File: config.mk
export PLATFORM = sky130hd
export DESIGN_NAME = tdm_mux
export DESIGN_NICKNAME = d
export VERILOG_FILES = /design/src/rtl/mux_pkg.sv /design/src/rtl/mux_dwell_cnt.sv /design/src/rtl/tdm_mux.sv
export SDC_FILE = /design/constraint.sdc
export NUM_CORES = 1
export LEC_CHECK = 0
export CAP_MARGIN = 20
export CORE_AREA = 3 3 40 42
export DETAILED_ROUTE_END_ITERATION = 8
export DIE_AREA = 0 0 43 45
export PLACE_DENSITY = 0.65
export SETUP_SLACK_MARGIN = 0.5
export SYNTH_ARGS = -nofsm -noshare
export SYNTH_HDL_FRONTEND = slang
export SYNTH_SLANG_ARGS = --single-unit
File: constraint.sdc
create_clock -name clk -period 1.2 [get_ports clk]
set_clock_uncertainty 0.05 [all_clocks]
set_input_delay 0.12 -clock clk [delete_from_list [all_inputs] [get_ports clk]]
set_output_delay 0.12 -clock clk [all_outputs]
set_load 0.005 [all_outputs]
File: src/rtl/mux_pkg.sv
// Shared definitions for the tdm_mux block: mode encoding, pointer wrap and lane slicing.
package mux_pkg;

    typedef enum logic {
        MODE_MANUAL = 1'b0,
        MODE_SCAN   = 1'b1
    } mode_e;

    // Explicit wrap at n-1 so channel counts that are not a power of two work.
    function automatic int next_ch(input int p, input int n);
        return (p == n - 1) ? 0 : p + 1;
    endfunction

    function automatic int lane_lo(input int k, input int w);
        return k * w;
    endfunction

endpackage

File: src/rtl/mux_dwell_cnt.sv
// Dwell counter for the scan sequencer; clr restarts the count from zero in the same cycle.
module mux_dwell_cnt
    import mux_pkg::*;
#(
    parameter int DWELL = 1
) (
    input  logic clk,
    input  logic rst,
    input  logic en,
    input  logic clr,
    output logic tc
);

    localparam int DW = $clog2(DWELL + 1);
    localparam logic [DW-1:0] D_LAST = DW'(DWELL - 1);

    logic [DW-1:0] d_q;
    logic [DW-1:0] d_d;
    logic [DW-1:0] d_eff;

    // tc reflects the count this cycle operates on, so a clear takes effect immediately.
    always_comb begin
        d_eff = clr ? '0 : d_q;
        tc    = (d_eff == D_LAST);
        d_d   = d_eff;
        if (en) begin
            d_d = tc ? '0 : d_eff + 1'b1;
        end
    end

    always_ff @(posedge clk) begin
        if (rst) begin
            d_q <= '0;
        end else begin
            d_q <= d_d;
        end
    end

endmodule

File: src/rtl/tdm_mux.sv
// Registered CH:1 lane multiplexer with manual select and round-robin scan modes.
// Optional per-channel skip mask enabled by defining MUX_SKIP_MASK_EN.
module tdm_mux
    import mux_pkg::*;
#(
    parameter  int WIDTH = 1,
    parameter  int CH    = 4,
    parameter  int DWELL = 1,
    localparam int SW    = $clog2(CH)
) (
    input  logic                  clk,
    input  logic                  rst,
    input  logic [CH*WIDTH-1:0]   in,
    input  logic [SW-1:0]         sel,
    input  logic                  mode,
    input  logic                  en,
`ifdef MUX_SKIP_MASK_EN
    input  logic [CH-1:0]         mask,
`endif
    output logic [WIDTH-1:0]      out,
    output logic [SW-1:0]         ch,
    output logic                  out_valid,
    output logic                  frame
);

    localparam logic [SW-1:0] P_LAST = SW'(CH - 1);
    localparam logic [SW:0]   CH_L   = (SW + 1)'(CH);

    mode_e             mode_q;
    logic [SW-1:0]     p_q, p_d, p_eff;
    logic              pend_q, pend_d;
    logic [WIDTH-1:0]  out_q, out_d;
    logic [SW-1:0]     ch_q, ch_d;
    logic              vld_q, vld_d;
    logic              frame_q, frame_d;

    logic mode_chg;
    logic scan;
    logic skip;
    logic sel_ok;
    logic wrap;
    logic tc;
    logic cnt_en;
    logic cnt_clr;

    assign mode_chg = (mode != mode_q);
    assign scan     = (mode == MODE_SCAN);
    assign p_eff    = mode_chg ? '0 : p_q;

`ifdef MUX_SKIP_MASK_EN
    assign skip   = scan && !mask[p_eff];
    assign sel_ok = ({1'b0, sel} < CH_L) && mask[sel];
`else
    assign skip   = 1'b0;
    assign sel_ok = ({1'b0, sel} < CH_L);
`endif

    // A mode change restarts the dwell count even while the block is frozen.
    assign cnt_clr = mode_chg | (en & skip);
    assign cnt_en  = en & scan & ~skip;

    mux_dwell_cnt #(
        .DWELL (DWELL)
    ) u_dwell (
        .clk (clk),
        .rst (rst),
        .en  (cnt_en),
        .clr (cnt_clr),
        .tc  (tc)
    );

    always_comb begin
        out_d   = out_q;
        ch_d    = ch_q;
        vld_d   = 1'b0;
        frame_d = 1'b0;
        p_d     = p_eff;
        wrap    = 1'b0;
        // Scan entry arms the frame marker for the first sample taken in scan mode.
        pend_d  = pend_q | (mode_chg & scan);
        if (en) begin
            if (!scan) begin
                if (sel_ok) begin
                    out_d = in[lane_lo(int'(sel), WIDTH) +: WIDTH];
                    ch_d  = sel;
                    vld_d = 1'b1;
                end
            end else if (skip) begin
                p_d  = SW'(next_ch(int'(p_eff), CH));
                wrap = (p_eff == P_LAST);
            end else begin
                out_d   = in[lane_lo(int'(p_eff), WIDTH) +: WIDTH];
                ch_d    = p_eff;
                vld_d   = 1'b1;
                frame_d = pend_d;
                pend_d  = 1'b0;
                if (tc) begin
                    p_d  = SW'(next_ch(int'(p_eff), CH));
                    wrap = (p_eff == P_LAST);
                end
            end
            if (wrap) begin
                pend_d = 1'b1;
            end
        end
    end

    always_ff @(posedge clk) begin
        if (rst) begin
            mode_q  <= MODE_MANUAL;
            p_q     <= '0;
            pend_q  <= 1'b1;
            out_q   <= '0;
            ch_q    <= '0;
            vld_q   <= 1'b0;
            frame_q <= 1'b0;
        end else begin
            mode_q  <= mode_e'(mode);
            p_q     <= p_d;
            pend_q  <= pend_d;
            out_q   <= out_d;
            ch_q    <= ch_d;
            vld_q   <= vld_d;
            frame_q <= frame_d;
        end
    end

    assign out       = out_q;
    assign ch        = ch_q;
    assign out_valid = vld_q;
    assign frame     = frame_q;

endmodule

# After elaboration in Yosys (flattened, before gate mapping)
# Cells that the tools add are included.
# Widths: inputs -> output; s select.
dict set report word_totals {
  reg_bits 10
  latchBits 0
  mem_bits_rw 0
  rom_bits 0
  input_bits 10
  output_inout_bits 5
  word_cells 38
  mem_count 0
}
dict set report classes {
  addsub 2
  multipliers 0
  n_div 0
  magnitude_cmp 0
  eq_ne 3
  shift 2
  mux 17
  bitwise_logic 5
  reduce_logical 1
}
# op n
set ops {}
lappend ops {{$mux 2} 6}
lappend ops {{$mux 1} 11}
lappend ops {{$shiftx 4x3->1} 2}
lappend ops {{$reduce_or 3->1} 1}
lappend ops {{$add 2x1->2 const B} 1}
lappend ops {{$and 1x1->1} 2}
lappend ops {{$eq 2x1->1 const B} 1}
lappend ops {{$eq 2x2->1 const B} 1}
lappend ops {{$not 1->1} 2}
lappend ops {{$add 1x1->1 const B} 1}
lappend ops {{$ne 1x1->1} 1}
lappend ops {{$or 1x1->1} 1}

# Logic depth before layout (Yosys ltp)
# Gate-level depths: netlist of run 1.
dict set report depth {
  ltp_word 8
  mapped_depth 6
  ltp_nobuf 6
}

# Cells and area by module
# From an unflattened synthesis of run 1, not the netlist that was laid out.
dict set report unflattened {
  hier_cells 46
  hier_area_um2 451.7
}
# mod n_inst cells_per_inst area_each_um2 seq_area_each_um2
set modules_own_cells {}
lappend modules_own_cells {tdm_mux 1 43 410.4 180.2}
lappend modules_own_cells {mux_dwell_cnt 1 3 41.3 20.0}

# Worst setup path before layout of run 1
# No wires, ideal clock.
dict set report synth_path {
  kind {reg2reg}
  start {reg mode_q}
  end {reg out_q (netlist: out)}
  setup_ns 0.133
  t_arrival_ns 1.154
  t_required_ns 1.017
  slack_ns -0.137
  stages_incl_launch_ff 7
  path_buffers 0
  period_less_slack_ns 1.337
  cell_sequence {dfxtp_1 inv_1 ha_1 nand3_1 o21ai_2 mux2i_1 o221ai_1}
}
dict set report synth_between {
  elab_chain_cells 4
}
# element line_no
set synth_lines {}
lappend synth_lines {{start: declaration} tdm_mux.sv:29} ;# mode_e mode_q;
lappend synth_lines {{start signal: assignment} tdm_mux.sv:118} ;# mode_q <= mode_e'(mode);
lappend synth_lines {{$ne 1x1->1} tdm_mux.sv:46} ;# assign mode_chg = (mode != mode_q);
lappend synth_lines {{$mux 2} tdm_mux.sv:48} ;# assign p_eff = mode_chg ? '0 : p_q;
lappend synth_lines {{$shiftx 4x3->1} tdm_mux.sv:92} ;# out_d = in[lane_lo(int'(p_eff), WIDTH) +: WIDTH];
lappend synth_lines {{$mux 1} tdm_mux.sv:82} ;# if (!scan) begin
lappend synth_lines {{end signal: assignment} tdm_mux.sv:121} ;# out_q <= out_d;
lappend synth_lines {{end: declaration} tdm_mux.sv:32} ;# logic [WIDTH-1:0] out_q, out_d;
# Every way passes these cells.
# A chain may end at the register's enable or synchronous reset.

# Worst setup path after layout of run 1
# Ends and elaborated chain as after synthesis.

==> summary.txt, run 1 <==
GRT
  • Initial antenna violation count: 0
  • Vias in the first global route: approximately 360
  • Global-route wire length before repair: approximately 1600 microns
  • Remaining global-route overflow: 0
  • GRT Resource Usage Total: ~12%
  • Largest net degree at the start of global routing: 9

Detailed routing
  • Post-DRT Antenna Nets: 0
  • DRT iter0 DRCs: 0
  • Via count: approximately 400
  • Wire per inst: 11.8 microns
  • Vias per cell: around 4.7
  • DRC errors left: 0
  • 1st-pass router iterations: 1
  • Total wire length: 1020 microns

Power
  • Clock power frac: between 30% and 40%
  • Cell Int Power: roughly 0.55 mW
  • P_sw: around 0.17 mW
  • Switching part of the total: 24.0%
  • Cell leakage power: 0.292 nW
  • Worst IR Drop VDD: between 0.4 and 0.5 mV
  • Logic pwr share: between 20% and 30%
  • Pwr Density: 1010 nW/um^2
  • Sequential Power Share: 49.2%

Timing
  • Hold Fails Final Rpt: 0
  • Final period utilization: 107%
  • Slew Limit Fails: 0
  • Setup Viol. Count Final: 2
  • Slew HR: around 84%
  • Tmin final: around 1300 ps
  • Fmax: between 700 and 800 MHz
  • RSZ-0062 raised after global routing: yes
  • Actual slew at the worst max-slew pin: approximately 240 ps
  • Setup WS post-layout: -78.4 ps

Worst setup path
  • R2r setup slk: -80 ps
  • CP Max Fanout: 3
  • Slowest stage cell on the critical path: dfxtp_2
  • CP top delay family: compound AO/OA/AOI/OAI gates
  • WP data required: ~1300 ps
  • CP peak stage delay: 320 ps
  • Number of cells on the critical path: 5
  • Worst Path Buf+Inv: 1
  • Crit Reg-Reg Endpoint: out$_SDFFE_PP0P_
  • Worst Setup SP: mode_q$_SDFF_PP0_
  • CP startpoint kind: flop
  • Worst r2r path cells: 5
  • Worst Path Arrival: between 1000 and 1500 ps
  • CP endpoint kind: flop
  • Worst reg2reg path startpoint: mode_q$_SDFF_PP0_
  • Critical-path cell list: inv_2, ha_4, a31oi_1, nand2b_1, o221ai_1
  • CP Class: flop to flop

Finish
  • FILL cells: around 120
  • Register area: 204 sq um
  • Layout cell share with drive strength beyond 1: a little over two fifths
  • Area occupied by multi-input gates: 272 sq um
  • Ant diodes: 0
  • Layout Cells excl Fill: 86
  • Synth-to-layout area growth: 61.7%
  • Design area: between 700 and 800 sq um
  • Fin nets: 84

Synth
  • Post-synthesis cell type count: 25
  • Post-Synth Adder-Cell Area: 2.82%
  • Mean Syn Cell Area: about 9.7 sq um
  • Area of the mapped netlist: 444 sq um
  • Ys async rst share: 0%
  • Number of synthesized flops with an enable pin: 0
  • Post-synthesis mux area share: under 10%
  • Number of synthesis warnings: 0
  • Synth Area in XOR/XNOR: under 10%
  • Cell count after synthesis: 46
  • Post-synthesis register bit count: 10
  • Net count after synthesis: 57
  • Post-synthesis sequential area ratio: between 40% and 50%
  • Yosys top cell by area: dfxtp_1
  • Post-Synth Simple-Gate Area: between 20% and 30%
  • Synth top area cells: dfxtp_1 (45%), mux2i_1 (6.8%), nor3b_2 (5.6%)
  • Largest family of logic cells by synthesized area: simple AND/OR/NAND/NOR gates
  • Top_reg_cell synth: dfxtp_1
  • Compound-Gate Fraction of Synth Area: 13.2%
  • Synth top cells by count: dfxtp_1 (10), nor2_1 (4), mux2i_1 (3), nor2b_1 (3)
  • Area share of the largest cell type after synthesis: around 45%
  • Most frequent cell after synthesis: dfxtp_1

Min path
  • Min-Delay Path Class: primary input to flop
  • WHS Path Cells: 2
  • Hold Path End: out_valid$_SDFF_PP0_
  • Hold path start: rst

Run
  • Max-Cap Viols: 0

Floorplanning
  • # rows: 13
  • Area of the die: 1940 sq um
  • Core footprint: about 1300 sq um
  • Die H: 45 microns
  • Initial core utilization: between 30% and 40%
  • I/O pins: 15
  • X dimension of the die: between 40 and 50 microns

Run status
  • Status: complete, but fails checks
  • Failing checks: setup timing

Clocking
  • CTS tree: built
  • Reg clk slew, reported paths: roughly 60 ps
  • Hold_buf cts: 0
  • H-Tree Depth: 1
  • Root Buffer: clkbuf_4
  • Clock latency on the worst-skew pair: between 200 and 300 ps
  • Sink Count: 10
  • Bufs on Longest Clock Path: 2
  • CTS buffer count: 3

Place
  • Placer Congestion: 0.647
  • Input/output buffers: 14
  • Post-DP Area: between 600 and 700 sq um
  • Inst Count DP: 80
  • DP Wirelength: 763 microns
cells by family (layout without fill, tap and decap cells):
kind of cell / count (synthesis) / after routing
XOR/XNOR: 1 / 1
AND/OR/NAND/NOR: 18 / 18
AO/OA/AOI/OAI: 9 / 9
buffers and inverters: 4 / 29
multiplexers: 3 / 3
adder cells (fa/ha/maj): 1 / 1
flip-flops: 10 / 10
worst register-to-register path, cell delays in order (launching register included):
cell and delay (ps):
dfxtp_2 320, inv_2 40, ha_4 250, a31oi_1 240, nand2b_1 150, o221ai_1 120
power groups by stage:
stage	combinational (mW)	clock (mW)	sequential [mW]
after floorplan	0.0617	0	0.363
final	0.149	0.220	0.358
after CTS	0.140	0.229	0.357
after detailed placement	0.142	0	0.364
after global placement	0.141	0	0.364
after global routing	0.162	0.246	0.359
state kept, by name (all words and copies together), names as in the netlist:
register and cells:
ch 2, frame 1, mode_q 1, out 1
out_valid 1, p_q 2, pend_q 1, u_dwell.d_q 1
per-layer routing:
layer / vias to the layer above / track usage, % / wire [microns]
li1: 215 / - / -
met1: 183 / 15.1 / 471
met2: 4 / 17.1 / 502
met3: 2 / 4.78 / 36
met4: 0 / 9.04 / 8
met5: - / 0 / 0
worst max-delay path by stage:
stage                  endpoint  slack, ps
4_1_cts        out$_SDFFE_PP0P_        -90
3_5_place_dp   out$_SDFFE_PP0P_       -380
2_1_floorplan  out$_SDFFE_PP0P_        -40
6_report       out$_SDFFE_PP0P_        -80
5_1_grt        out$_SDFFE_PP0P_       -170
3_3_place_gp   out$_SDFFE_PP0P_       -380
layout make-up:
type,count,share of cell area (%)
multi-input combinational,32,37.8
sequential,10,28.4
timing repair buffer,24,27.0
clock buffer,3,3.14
tap,15,2.61
inverter,2,1.05
stage by stage:
stage | TNS [ps] | util [%] | power [mW] | setup WS [ps] | hold WS (ps)
final | -114 | 55.9 | 0.727 | -78.4 | 224
after global routing | -298 | 55.9 | 0.768 | -165 | 236
after CTS | -120 | 54.0 | 0.726 | -88.1 | 212
after detailed placement | -1900 | 52.0 | 0.505 | -385 | 433
after global placement | -1690 | 52.0 | 0.505 | -380 | 429
after floorplan | -36.0 | - | 0.425 | -36.0 | 198
cells in the final DEF, fill, tap and decap left out, types with 2 or more instances in the layout:
| cell type | netlist | routed |
|---|---|---|
| o21ai_1 | 0 | 2 |
| buf_4 | 0 | 9 |
| buf_2 | 1 | 4 |
| nor2b_1 | 3 | 3 |
| dfxtp_2 | 0 | 3 |
| dfxtp_1 | 10 | 7 |
| clkbuf_4 | 0 | 3 |
| nor3b_2 | 2 | 2 |
| dlygate4sd2_1 | 0 | 4 |
| clkdlybuf4s50_1 | 0 | 6 |
| nor2_1 | 4 | 3 |
| mux2i_1 | 3 | 3 |
what timing repair did:
action / 4_1_cts / 5_1_grt
setup endpoints to repair: 15 / 13
pin swaps: 0 / 1
buffers inserted: 2 / 1
resized for setup: 24 / 4
Note: power is estimated with default switching activity, not from simulation.
==> run 2, diff against run 1 <==
--- a/config.mk
+++ b/config.mk
@@ -5,6 +5,7 @@
 export SDC_FILE = /design/constraint.sdc
 export NUM_CORES = 1
 export LEC_CHECK = 0
+export ABC_CLOCK_PERIOD_IN_PS = 1200
 export CAP_MARGIN = 20
 export CORE_AREA = 3 3 40 42
 export DETAILED_ROUTE_END_ITERATION = 8
==> results of run 2 <==
No change in the layout: final DEF, timing and power equal those of run 1.
